$ cat config.mk
export PLATFORM = sky130hd
export DESIGN_NAME = serial_subtractor_flat
export DESIGN_NICKNAME = d
export VERILOG_FILES = /design/src/rtl/serial_subtractor_if.sv /design/src/rtl/serial_subtractor.sv /design/src/flat_wrapper.sv
export SDC_FILE = /design/constraint.sdc
export NUM_CORES = 1
export LEC_CHECK = 0
export ABC_AREA = 1
export CAP_MARGIN = 20
export CORE_MARGIN = 4
export CORE_UTILIZATION = 46
export CTS_CLUSTER_DIAMETER = 40
export DETAILED_ROUTE_END_ITERATION = 10
export PLACE_DENSITY = 0.76
export SLEW_MARGIN = 15
export SYNTH_ARGS = -nofsm -noshare
export SYNTH_HDL_FRONTEND = slang
export SYNTH_SLANG_ARGS = --single-unit
$ cat constraint.sdc
create_clock -name clk -period 2.5 [get_ports clk]
set_input_delay 0.25 -clock clk [delete_from_list [all_inputs] [get_ports clk]]
set_output_delay 0.25 -clock clk [all_outputs]
set_load 0.01 [all_outputs]
$ cat src/rtl/serial_subtractor_if.sv
// Operand/result handshake bundle for serial_subtractor.
// Optional macro SERSUB_OVF_EN adds the signed-overflow flag.
interface serial_subtractor_if #(
    parameter int unsigned WIDTH = 16
) ();
    logic             in_valid;
    logic             in_ready;
    logic [WIDTH-1:0] a;
    logic [WIDTH-1:0] b;
    logic             bin;
    logic             out_valid;
    logic             out_ready;
    logic [WIDTH-1:0] d;
    logic             bout;
`ifdef SERSUB_OVF_EN
    logic             ovf;
`endif

    // Producer/consumer side
    modport master (
        output in_valid, a, b, bin, out_ready,
        input  in_ready, out_valid, d, bout
`ifdef SERSUB_OVF_EN
        , ovf
`endif
    );

    // Subtractor side
    modport slave (
        input  in_valid, a, b, bin, out_ready,
        output in_ready, out_valid, d, bout
`ifdef SERSUB_OVF_EN
        , ovf
`endif
    );
endinterface

$ cat src/rtl/serial_subtractor.sv
// Digit-serial subtractor: d = a - b - bin, DIGIT bits per clock, LSB digit first.
// Optional macro SERSUB_OVF_EN adds a signed-overflow output held with d.
module serial_subtractor #(
    parameter int unsigned WIDTH = 16,
    parameter int unsigned DIGIT = 4
) (
    input logic                 clk,
    input logic                 rst_n,
    serial_subtractor_if.slave  bus
);
    localparam int unsigned NDIG     = WIDTH / DIGIT;
    localparam int unsigned CNT_W    = (NDIG > 1) ? $clog2(NDIG) : 1;
    localparam logic [CNT_W-1:0] CNT_LAST = CNT_W'(NDIG - 1);
    localparam logic [WIDTH-1:0] DIG_MASK = WIDTH'({DIGIT{1'b1}});

    typedef enum logic [1:0] {
        S_IDLE,
        S_RUN,
        S_DONE
    } state_t;

    state_t           state_q;
    state_t           state_nxt;
    logic [WIDTH-1:0] a_q;
    logic [WIDTH-1:0] b_q;
    logic [WIDTH-1:0] d_q;
    logic             br_q;
    logic [CNT_W-1:0] cnt_q;
    logic             bout_q;
    logic             in_ready_q;
    logic             out_valid_q;
`ifdef SERSUB_OVF_EN
    logic             ovf_q;
`endif

    logic             accept_c;
    logic             last_c;
    int unsigned      base_c;
    logic [DIGIT-1:0] x_dig_c;
    logic [DIGIT-1:0] y_dig_c;
    logic [DIGIT-1:0] d_dig_c;
    logic             br_c;
    logic [WIDTH-1:0] d_nxt_c;

    // State register
    always_ff @(posedge clk or negedge rst_n) begin
        if (!rst_n) state_q <= S_IDLE;
        else        state_q <= state_nxt;
    end

    // Next-state decode and operand-accept strobe
    always_comb begin
        state_nxt = state_q;
        accept_c  = 1'b0;
        last_c    = (cnt_q == CNT_LAST);
        case (state_q)
            S_IDLE: begin
                if (bus.in_valid) begin
                    accept_c  = 1'b1;
                    state_nxt = S_RUN;
                end
            end
            S_RUN: begin
                if (last_c) state_nxt = S_DONE;
            end
            S_DONE: begin
                if (bus.out_ready) state_nxt = S_IDLE;
            end
            default: state_nxt = S_IDLE;
        endcase
    end

    // Full-subtractor chain over the current digit, merged into d at its position
    always_comb begin
        base_c  = 32'(cnt_q) * DIGIT;
        x_dig_c = DIGIT'(a_q >> base_c);
        y_dig_c = DIGIT'(b_q >> base_c);
        d_dig_c = '0;
        br_c    = br_q;
        for (int i = 0; i < int'(DIGIT); i++) begin
            d_dig_c[i] = x_dig_c[i] ^ y_dig_c[i] ^ br_c;
            br_c       = (~x_dig_c[i] & y_dig_c[i]) | (~x_dig_c[i] & br_c) | (y_dig_c[i] & br_c);
        end
        d_nxt_c = (d_q & ~(DIG_MASK << base_c)) | (WIDTH'(d_dig_c) << base_c);
    end

    // Operand capture and digit-serial datapath
    always_ff @(posedge clk or negedge rst_n) begin
        if (!rst_n) begin
            a_q    <= '0;
            b_q    <= '0;
            d_q    <= '0;
            br_q   <= 1'b0;
            cnt_q  <= '0;
            bout_q <= 1'b0;
`ifdef SERSUB_OVF_EN
            ovf_q  <= 1'b0;
`endif
        end else begin
            if (accept_c) begin
                a_q   <= bus.a;
                b_q   <= bus.b;
                br_q  <= bus.bin;
                cnt_q <= '0;
            end
            if (state_q == S_RUN) begin
                d_q   <= d_nxt_c;
                br_q  <= br_c;
                cnt_q <= cnt_q + CNT_W'(1);
                if (last_c) begin
                    bout_q <= br_c;
`ifdef SERSUB_OVF_EN
                    ovf_q  <= (a_q[WIDTH-1] ^ b_q[WIDTH-1]) & (d_nxt_c[WIDTH-1] ^ a_q[WIDTH-1]);
`endif
                end
            end
        end
    end

    // Handshake flags registered from the next state
    always_ff @(posedge clk or negedge rst_n) begin
        if (!rst_n) begin
            in_ready_q  <= 1'b1;
            out_valid_q <= 1'b0;
        end else begin
            in_ready_q  <= (state_nxt == S_IDLE);
            out_valid_q <= (state_nxt == S_DONE);
        end
    end

    assign bus.in_ready  = in_ready_q;
    assign bus.out_valid = out_valid_q;
    assign bus.d         = d_q;
    assign bus.bout      = bout_q;
`ifdef SERSUB_OVF_EN
    assign bus.ovf       = ovf_q;
`endif

endmodule

$ cat src/flat_wrapper.sv
// flat-port wrapper written by rule: the top's interface ports become plain ports
module serial_subtractor_flat 
#(
    parameter int unsigned WIDTH = 16,
    parameter int unsigned DIGIT = 4
)
  (clk, rst_n, bus_in_valid, bus_a, bus_b, bus_bin, bus_out_ready, bus_in_ready, bus_out_valid, bus_d, bus_bout);
  serial_subtractor_if #(.WIDTH(WIDTH)) bus_i ();
  input logic clk;
  input logic rst_n;
  input wire logic [$bits(bus_i.in_valid)-1:0] bus_in_valid;
  input wire logic [$bits(bus_i.a)-1:0] bus_a;
  input wire logic [$bits(bus_i.b)-1:0] bus_b;
  input wire logic [$bits(bus_i.bin)-1:0] bus_bin;
  input wire logic [$bits(bus_i.out_ready)-1:0] bus_out_ready;
  output wire logic [$bits(bus_i.in_ready)-1:0] bus_in_ready;
  output wire logic [$bits(bus_i.out_valid)-1:0] bus_out_valid;
  output wire logic [$bits(bus_i.d)-1:0] bus_d;
  output wire logic [$bits(bus_i.bout)-1:0] bus_bout;
  assign bus_i.in_valid = bus_in_valid;
  assign bus_i.a = bus_a;
  assign bus_i.b = bus_b;
  assign bus_i.bin = bus_bin;
  assign bus_i.out_ready = bus_out_ready;
  assign bus_in_ready = bus_i.in_ready;
  assign bus_out_valid = bus_i.out_valid;
  assign bus_d = bus_i.d;
  assign bus_bout = bus_i.bout;
  serial_subtractor #(.WIDTH(WIDTH), .DIGIT(DIGIT)) u_core (.clk(clk), .rst_n(rst_n), .bus(bus_i));
endmodule
==> results of run 1 <==
report_power, final:
group	total, W	internal (W)	leakage, nW	switching [W]
combinational	0.00269	0.00123	1.03	0.00146
clock	0.000582	0.000297	0.0541	0.000285
sequential	0.00164	0.00135	0.694	0.000296
total	0.00491	0.00287	1.78	0.00204
stage by stage:
step	utilization [%]	setup slack (ps)	hold slack [ps]	cell area, um^2	setup TNS, ps
floorplan	-	-30.71	-45.59	2759	-112.5
CTS	62.34	-18.77	475.6	3496	-45.29
global placement	59.77	19.20	266.0	3352	0
detailed placement	59.77	-57.48	274.7	3352	-173.6
global route	64.32	-212.5	474.3	3607	-912.4
finish	64.32	-54.65	458.3	3607	-141.8
state kept, by name (all words and copies together) (netlist names):
name and count:
u_core.a_q 16, u_core.b_q 16, u_core.bus.d 16, u_core.cnt_q 2, u_core.state_q 2, u_core.br_q 1, u_core.bus.bout 1, u_core.bus.in_ready 1
u_core.bus.out_valid 1
repair_timing:
item                                   CTS  global route
pin swaps                                4             7
buffers inserted                         1             8
hold buffers                             1             0
setup endpoints to repair                4             5
endpoints found under the hold margin   55             0
gates resized for setup                  5            21
kinds of logic after synthesis:
group / count (synthesis) / share of synthesized area [%]
adder cells (fa/ha/maj): 8 / 4.788
buffers and inverters: 57 / 10.41
AND/OR/NAND/NOR: 125 / 18.83
AO/OA/AOI/OAI: 60 / 14.36
flip-flops: 56 / 51.61
cells in the final DEF, fill, tap and decap left out, drive strengths merged, types with 4 or more instances in the layout:
cell / synthesis / final
ha: 4 / 4
clkdlybuf4s50: 0 / 54
nand2: 98 / 98
o211ai: 4 / 4
buf: 10 / 20
dfrtp: 55 / 55
o21ai: 54 / 54
inv: 45 / 44
nor2: 11 / 11
clkbuf: 2 / 5
fa: 4 / 4
nand3: 14 / 14
worst paths after layout:
path | endpoint | slack [ps] | cells past startpoint
max | u_core.bus.d[7]$_DFFE_PN0P_ | -50 | 12
max in group asynchronous | u_core.bus.in_ready$_DFF_PN1_ | 1760 | 3
max reg2reg | u_core.bus.d[7]$_DFFE_PN0P_ | -50 | 12
min | u_core.bus.d[4]$_DFFE_PN0P_ | 460 | 3
min reg2reg | u_core.bus.d[4]$_DFFE_PN0P_ | 490 | 2
min in group clk | u_core.b_q[3]$_DFFE_PN0P_ | 480 | 3
cell type report:
type | instances | share of cell area (%)
clock inverter | 3 | 1.179
tap | 72 | 2.497
multi-input combinational | 193 | 30.04
sequential | 56 | 38.92
clock buffer | 5 | 1.908
timing repair buffer | 75 | 20.57
inverter | 45 | 4.891
metal layers:
metal	vias to the layer above	part of all wire [%]	track usage, %
li1	1095	-	-
met1	1005	45	19.92
met2	56	48	25.69
met3	9	5.1	3.592
met4	0	1.6	4.029
met5	-	0	0
critical path, stage by stage (launching register included):
cell and delay [ps]:
sky130_fd_sc_hd__dfrtp_2 460, sky130_fd_sc_hd__buf_6 140, sky130_fd_sc_hd__nor2_1 120, sky130_fd_sc_hd__nor2_1 50
sky130_fd_sc_hd__o21ai_0 80, sky130_fd_sc_hd__nand2_1 120, sky130_fd_sc_hd__fa_2 410, sky130_fd_sc_hd__fa_2 350
sky130_fd_sc_hd__inv_2 60, sky130_fd_sc_hd__fa_1 410, sky130_fd_sc_hd__inv_2 80, sky130_fd_sc_hd__nand2_2 50
sky130_fd_sc_hd__o21ai_1 130
==> summary.md, run 1 <==
| Metric | Value |
|---|---|
| Detailed-route via count | `2,165` |
| Final hold violation count | `0` |
| Critical R2R Launch | `u_core.cnt_q[0]$_DFFE_PN0P_` |
| Final Slew Violations | `0` |
| H-tree lvl count | `2` |
| Router iterations before antenna repair | `4` |
| Number of cells after detailed placement | `431` |
| Num Clock Sinks | `56` |
| Synthesized netlist net count | `351` |
| Number of global-route vias before repair | `1,999` |
| Post-detailed-route count of antenna-violating nets | `0` |
| Final worst setup slack | `-54.65 ps` |
| DRC | `0` |
| Number of synthesized flops with an enable pin | `0` |
| Fraction of final layout cells sized beyond drive strength 1 | `20.42%` |
| Post-synthesis cell area | `2718 um^2` |
| Number of antenna violations at the first check in global routing | `0` |
| Post-synthesis cell type with the largest combined area | `sky130_fd_sc_hd__dfrtp_1` |
| Static leakage | `1.777 nW` |
| RSZ-0062 raised after global routing | `yes` |
| Most instantiated flip-flop cell in the synthesis netlist | `sky130_fd_sc_hd__dfrtp_1` |
| Worst Setup SP | `u_core.cnt_q[0]$_DFFE_PN0P_` |
| Worst setup skew after layout | `5.299 ps` |
| Most instantiated library cell after synthesis | `sky130_fd_sc_hd__nand2_1` |
| Clock buffer count from CTS | `5` |
| Core outline area | `5608 um^2` |
| Count of inserted antenna diode cells | `0` |
| Top Ports | `56` |
| Violations in the final reports | `negative setup slack` |
| Clk_lat worst skew | `310 ps` |
| Post-detailed-placement half-perimeter wirelength | `4027 um` |
| Slew HR | `80.41%` |
| Residual overflow from global routing | `0` |
| WP data arrival | `2790 ps` |
| Yosys top cell area share | `50.64%` |
| Initial cell density of the core | `48.46%` |
| Type of the worst setup path | `register to register` |
| Via density | `4.822` |
| Count of different cell masters after synthesis | `24` |
| Total design power | `0.004912 W` |
| Combined area of the multi-input logic cells | `1084 um^2` |
| Required time of the critical path | `2740 ps` |
| Storage cell area | `1404 um^2` |
| IR Drop Worst-Case VDD | `0.6578 mV` |
| Largest fanout of any net on the critical path | `5` |
| Post-detailed-routing wire length | `5548 um` |
| Final nets | `421` |
| Largest net degree at the start of global routing | `66` |
| Max_cap viols | `0` |
| Highest achievable clock rate | `391.4 MHz` |
| Height of the die | `84.86 um` |
| Final setup violation count | `5` |
| Period Utilization, post-route | `102.2%` |
| FF+latch count, synth | `56` |
| Yosys warns | `0` |
| Crit path time final | `2555 ps` |
| Mean instance size in the synthesized netlist | `8.881 um^2` |
| Final standard cell count with taps included and fillers excluded | `449` |
| Part of the Yosys area used for sequential elements | `51.61%` |
| Floorplan row count | `27` |
| Startpoint Class | `register` |
| Maximum buffer depth of the clock tree | `2` |
| Routed WL per cell | `12.36 um` |
| GPL Wtd Cong | `0.8517` |
| Power Dens Cells | `1362 nW/um^2` |
| Iter 0 DRT Violations | `68` |
| Clock tree from TritonCTS | `done` |
| Clock root buffer | `sky130_fd_sc_hd__clkbuf_8` |
| Area overhead of the layout relative to synthesis | `32.73%` |
| Leading cell types by count after synthesis | `sky130_fd_sc_hd__nand2_1, sky130_fd_sc_hd__dfrtp_1, sky130_fd_sc_hd__inv_1, sky130_fd_sc_hd__o21ai_0, sky130_fd_sc_hd__o21ai_2` |
| Port-buffer cells | `55` |
| Classification of the worst-slack hold path | `input port to asynchronous set/reset pin` |
| Worst-margin pin slew | `293.8 ps` |
| Total Routing Usage GR | `15.27%` |
| Clock transition at the register clock pins on the worst setup and hold paths after CTS | `100 ps` |
| First-pass GRT wire length | `8901 um` |
| Crit end category | `register` |
| Number of instances in the synthesized netlist | `306` |
| Die outline area | `7201 um^2` |
| Cells taking the most area after synthesis | `sky130_fd_sc_hd__dfrtp_1, sky130_fd_sc_hd__nand2_1, sky130_fd_sc_hd__o21ai_2` |
| Result of the run | `finished with violations` |
| Floorplan die width | `84.86 um` |
| Count of filler cells inserted in the layout | `490` |
| Fraction of registers with async set/reset | `100.0%` |
Power figures use the tool's default switching activity.
==> run 2: changes to the inputs <==
--- a/config.mk
+++ b/config.mk
@@ -7,10 +7,12 @@
 export LEC_CHECK = 0
 export ABC_AREA = 1
 export CAP_MARGIN = 20
-export CORE_MARGIN = 4
+export CORE_ASPECT_RATIO = 0.9
+export CORE_MARGIN = 2
 export CORE_UTILIZATION = 46
 export CTS_CLUSTER_DIAMETER = 40
 export DETAILED_ROUTE_END_ITERATION = 10
+export HOLD_SLACK_MARGIN = 0.05
 export PLACE_DENSITY = 0.76
 export SLEW_MARGIN = 15
 export SYNTH_ARGS = -nofsm -noshare
==> run 2 against run 1 <==
  * The flow still finishes with violations (negative setup slack)
  * Via count is 0.92% lower
  * Cell count is 0.45% lower
  * Count of clock-buffer cells in the layout is 2 higher
  * Wire length is 3.6% lower
  * Highest routed layer unchanged
==> summary.md, run 2 (synthesis results as in run 1) <==
| Metric | Value |
|---|---|
| Slew HR | `79.88% (-0.53 points)` |
| Result of the run | `finished with violations` |
| Post-detailed-placement half-perimeter wirelength | `3912 um (-2.9%)` |
| Post-detailed-routing wire length | `5347 um (-3.6%)` |
| Commonest cells after routing, fill and taps aside | `sky130_fd_sc_hd__nand2_1, sky130_fd_sc_hd__clkdlybuf4s50_1, sky130_fd_sc_hd__dfrtp_1` |
| H-tree lvl count | `2 (unchanged)` |
| Detailed-route via count | `2,145 (-0.92%)` |
| Total Routing Usage GR | `17.61% (+2.3 points)` |
| Count of inserted antenna diode cells | `0 (unchanged)` |
| Number of global-route vias before repair | `2,080 (+4.1%)` |
| CP peak stage delay | `470 ps (about the same)` |
| Height of the die | `76.92 um (-9.4%)` |
| Num Clock Sinks | `56 (unchanged)` |
| Clock root buffer | `sky130_fd_sc_hd__clkbuf_8` |
| Router iterations before antenna repair | `4 (unchanged)` |
| Clock transition at the register clock pins on the worst setup and hold paths after CTS | `100 ps (about the same)` |
| Combinational cell fraction of total power | `53.8% (-0.9 points)` |
| Period Utilization, post-route | `100.9% (-1.3 points)` |
| Internal power contribution | `0.002912 W (+1.5%)` |
| IR Drop Worst-Case VDD | `0.8283 mV (+26%)` |
| Residual overflow from global routing | `0 (unchanged)` |
| Power Dens Cells | `1371 nW/um^2 (+0.69%)` |
| Worst-margin pin slew | `301.8 ps (+7.932 ps)` |
| Fraction of final layout cells sized beyond drive strength 1 | `19.36% (-1.1 points)` |
| Clock tree from TritonCTS | `done` |
| Largest net degree at the start of global routing | `66 (unchanged)` |
| Sw Pwr | `0.002015 W (-1.3%)` |
| Floorplan row count | `26 (-3.7%)` |
| Number of buffers and inverters on the critical path | `4 (+1)` |
| Top Ports | `56 (unchanged)` |
| Relative contribution of sequential cells to total power | `33.3% (-0.2 points)` |
| Routed WL per cell | `11.96 um (-3.2%)` |
| Initial cell density of the core | `47.74% (-0.72 points)` |
| Final standard cell count with taps included and fillers excluded | `447 (-0.45%)` |
| GPL Wtd Cong | `0.8176 (-4.0%)` |
| First-pass GRT wire length | `9315 um (+4.7%)` |
| Post-detailed-route count of antenna-violating nets | `0 (unchanged)` |
| Number of cells after detailed placement | `431 (unchanged)` |
| Crit-path leading delay family | `adder cells` |
| Final Slew Violations | `0 (unchanged)` |
| Maximum buffer depth of the clock tree | `2 (unchanged)` |
| Crit end category | `register` |
| Worst path slowest cell | `sky130_fd_sc_hd__dfrtp_2` |
| Clock network power share | `12.9% (+1.1 points)` |
| Number of antenna violations at the first check in global routing | `0 (unchanged)` |
| Crit path time final | `2523 ps (-31.94 ps)` |
| Startpoint Class | `register` |
| Required time of the critical path | `2740 ps (about the same)` |
| Area overhead of the layout relative to synthesis | `32.23%` |
| Core outline area | `5693 um^2 (+1.5%)` |
| Largest fanout of any net on the critical path | `5 (unchanged)` |
| Switching power share of the total | `40.90% (-0.68 points)` |
| DP Worst Slack | `-74.71 ps (-17.23 ps)` |
| Highest achievable clock rate | `396.4 MHz (+1.3%)` |
| Storage cell area | `1404 um^2 (unchanged)` |
| Leading cell type in the layout, fill and taps excluded | `sky130_fd_sc_hd__nand2_1` |
| Floorplan die width | `85.02 um (+0.19%)` |
| Static leakage | `1.785 nW (+0.47%)` |
| Port-buffer cells | `55 (unchanged)` |
| Count of filler cells inserted in the layout | `505 (+3.1%)` |
| DRC | `0 (unchanged)` |
| RSZ-0062 raised after global routing | `yes` |
| Cell-by-cell trace of the critical path | `buf_6 -> nand2_2 -> nand3_2 -> nand2_2 -> fa_2 -> inv_2 -> fa_2 -> fa_2 -> inv_2 -> fa_1 -> inv_2 -> nand2_2 -> o21ai_1` |
| Die outline area | `6540 um^2 (-9.2%)` |
| Worst setup skew after layout | `12.32 ps (+7.022 ps)` |
| Setup TNS after final layout | `-47.04 ps (+94.79 ps)` |
| Classification of the worst-slack hold path | `input port to asynchronous set/reset pin` |
| Max_cap viols | `0 (unchanged)` |
| Clock buffer count from CTS | `5 (unchanged)` |
| Final worst setup slack | `-22.71 ps (+31.94 ps)` |
| Final setup violation count | `3 (-2)` |
| Final hold slack | `450.2 ps (-8.002 ps)` |
| Via density | `4.799 (-0.48%)` |
| Final nets | `421 (unchanged)` |
| WP data arrival | `2760 ps (-30 ps)` |
| Violations in the final reports | `negative setup slack` |
| Combined area of the multi-input logic cells | `1075 um^2 (-0.81%)` |
| Final hold violation count | `0 (unchanged)` |
| Iter 0 DRT Violations | `121 (+78%)` |
| Type of the worst setup path | `register to register` |
| Clk_lat worst skew | `310 ps (about the same)` |
## run 2: path summary, 6_finish.rpt
check / slack, ps / depth (start not counted) / to / startpoint
worst min-delay path: 450 / 3 / u_core.bus.out_valid$_DFF_PN0_ / rst_n
worst max register to register: -20 / 13 / u_core.bus.d[11]$_DFFE_PN0P_ / u_core.cnt_q[0]$_DFFE_PN0P_
max in group asynchronous: 1730 / 3 / u_core.bus.in_ready$_DFF_PN1_ / rst_n
worst min register to register: 480 / 2 / u_core.bus.d[4]$_DFFE_PN0P_ / u_core.bus.d[4]$_DFFE_PN0P_
worst max-delay path: -20 / 13 / u_core.bus.d[11]$_DFFE_PN0P_ / u_core.cnt_q[0]$_DFFE_PN0P_
min in group clk: 480 / 2 / u_core.bus.d[4]$_DFFE_PN0P_ / u_core.bus.d[4]$_DFFE_PN0P_
## run 2: worst min-delay path, delay by kind of cell
| family | cells | cell delay [ps] |
|---|---|---|
| buffers and inverters | 3 | 910 |
## run 2: final cells by class
| type | count | area share (%) |
|---|---|---|
| inverters | 45 | 4.840 |
| clock inverters | 1 | 0.8357 |
| clock buffers | 7 | 2.681 |
| multi-input cells | 193 | 29.91 |
| repair buffers | 75 | 20.23 |
| flip-flops and latches | 56 | 39.07 |
| well taps | 70 | 2.437 |
## run 2: power by group through the flow
stage / sequential, W / clock [W] / combinational, W
2_1_floorplan: 0.00164 / 0 / 0.00167
3_3_place_gp: 0.00163 / 0 / 0.00237
3_5_place_dp: 0.00164 / 0 / 0.00246
4_1_cts: 0.00163 / 0.000648 / 0.00258
5_1_grt: 0.00169 / 0.000695 / 0.00300
6_report: 0.00164 / 0.000636 / 0.00265
## run 2: layer usage
metal  wire length, um  GRT usage, %  vias to the layer above
met4                79         5.238                        0
met5                 0             0                        -
li1                  -             -                     1093
met1              2451         23.64                      994
met3               249         3.983                        9
met2              2566         28.59                       49
## run 2: through the flow
step | power (W) | cell area (um^2) | util [%]
after detailed placement | 0.004097 | 3364 | 59.10
after global routing | 0.005392 | 3593 | 63.12
after floorplan | 0.003302 | 2759 | -
after global placement | 0.004000 | 3364 | 59.10
after CTS | 0.004862 | 3581 | 62.90
final | 0.004927 | 3593 | 63.12
## run 2: what timing repair did
action	in CTS	in global routing
resized for setup	9	6
pin swaps	2	4
hold buffers	1	0
buffers inserted	7	0
hold endpoints to repair	55	0
setup endpoints to repair	5	6
==> run 3: changes to the inputs <==
--- a/config.mk
+++ b/config.mk
@@ -12,6 +12,7 @@
 export CORE_UTILIZATION = 46
 export CTS_CLUSTER_DIAMETER = 40
 export DETAILED_ROUTE_END_ITERATION = 10
+export GPL_ROUTABILITY_DRIVEN = 0
 export HOLD_SLACK_MARGIN = 0.05
 export PLACE_DENSITY = 0.76
 export SLEW_MARGIN = 15
==> results of run 3 <==
Final layout, timing and power as in run 2 (identical DEF).
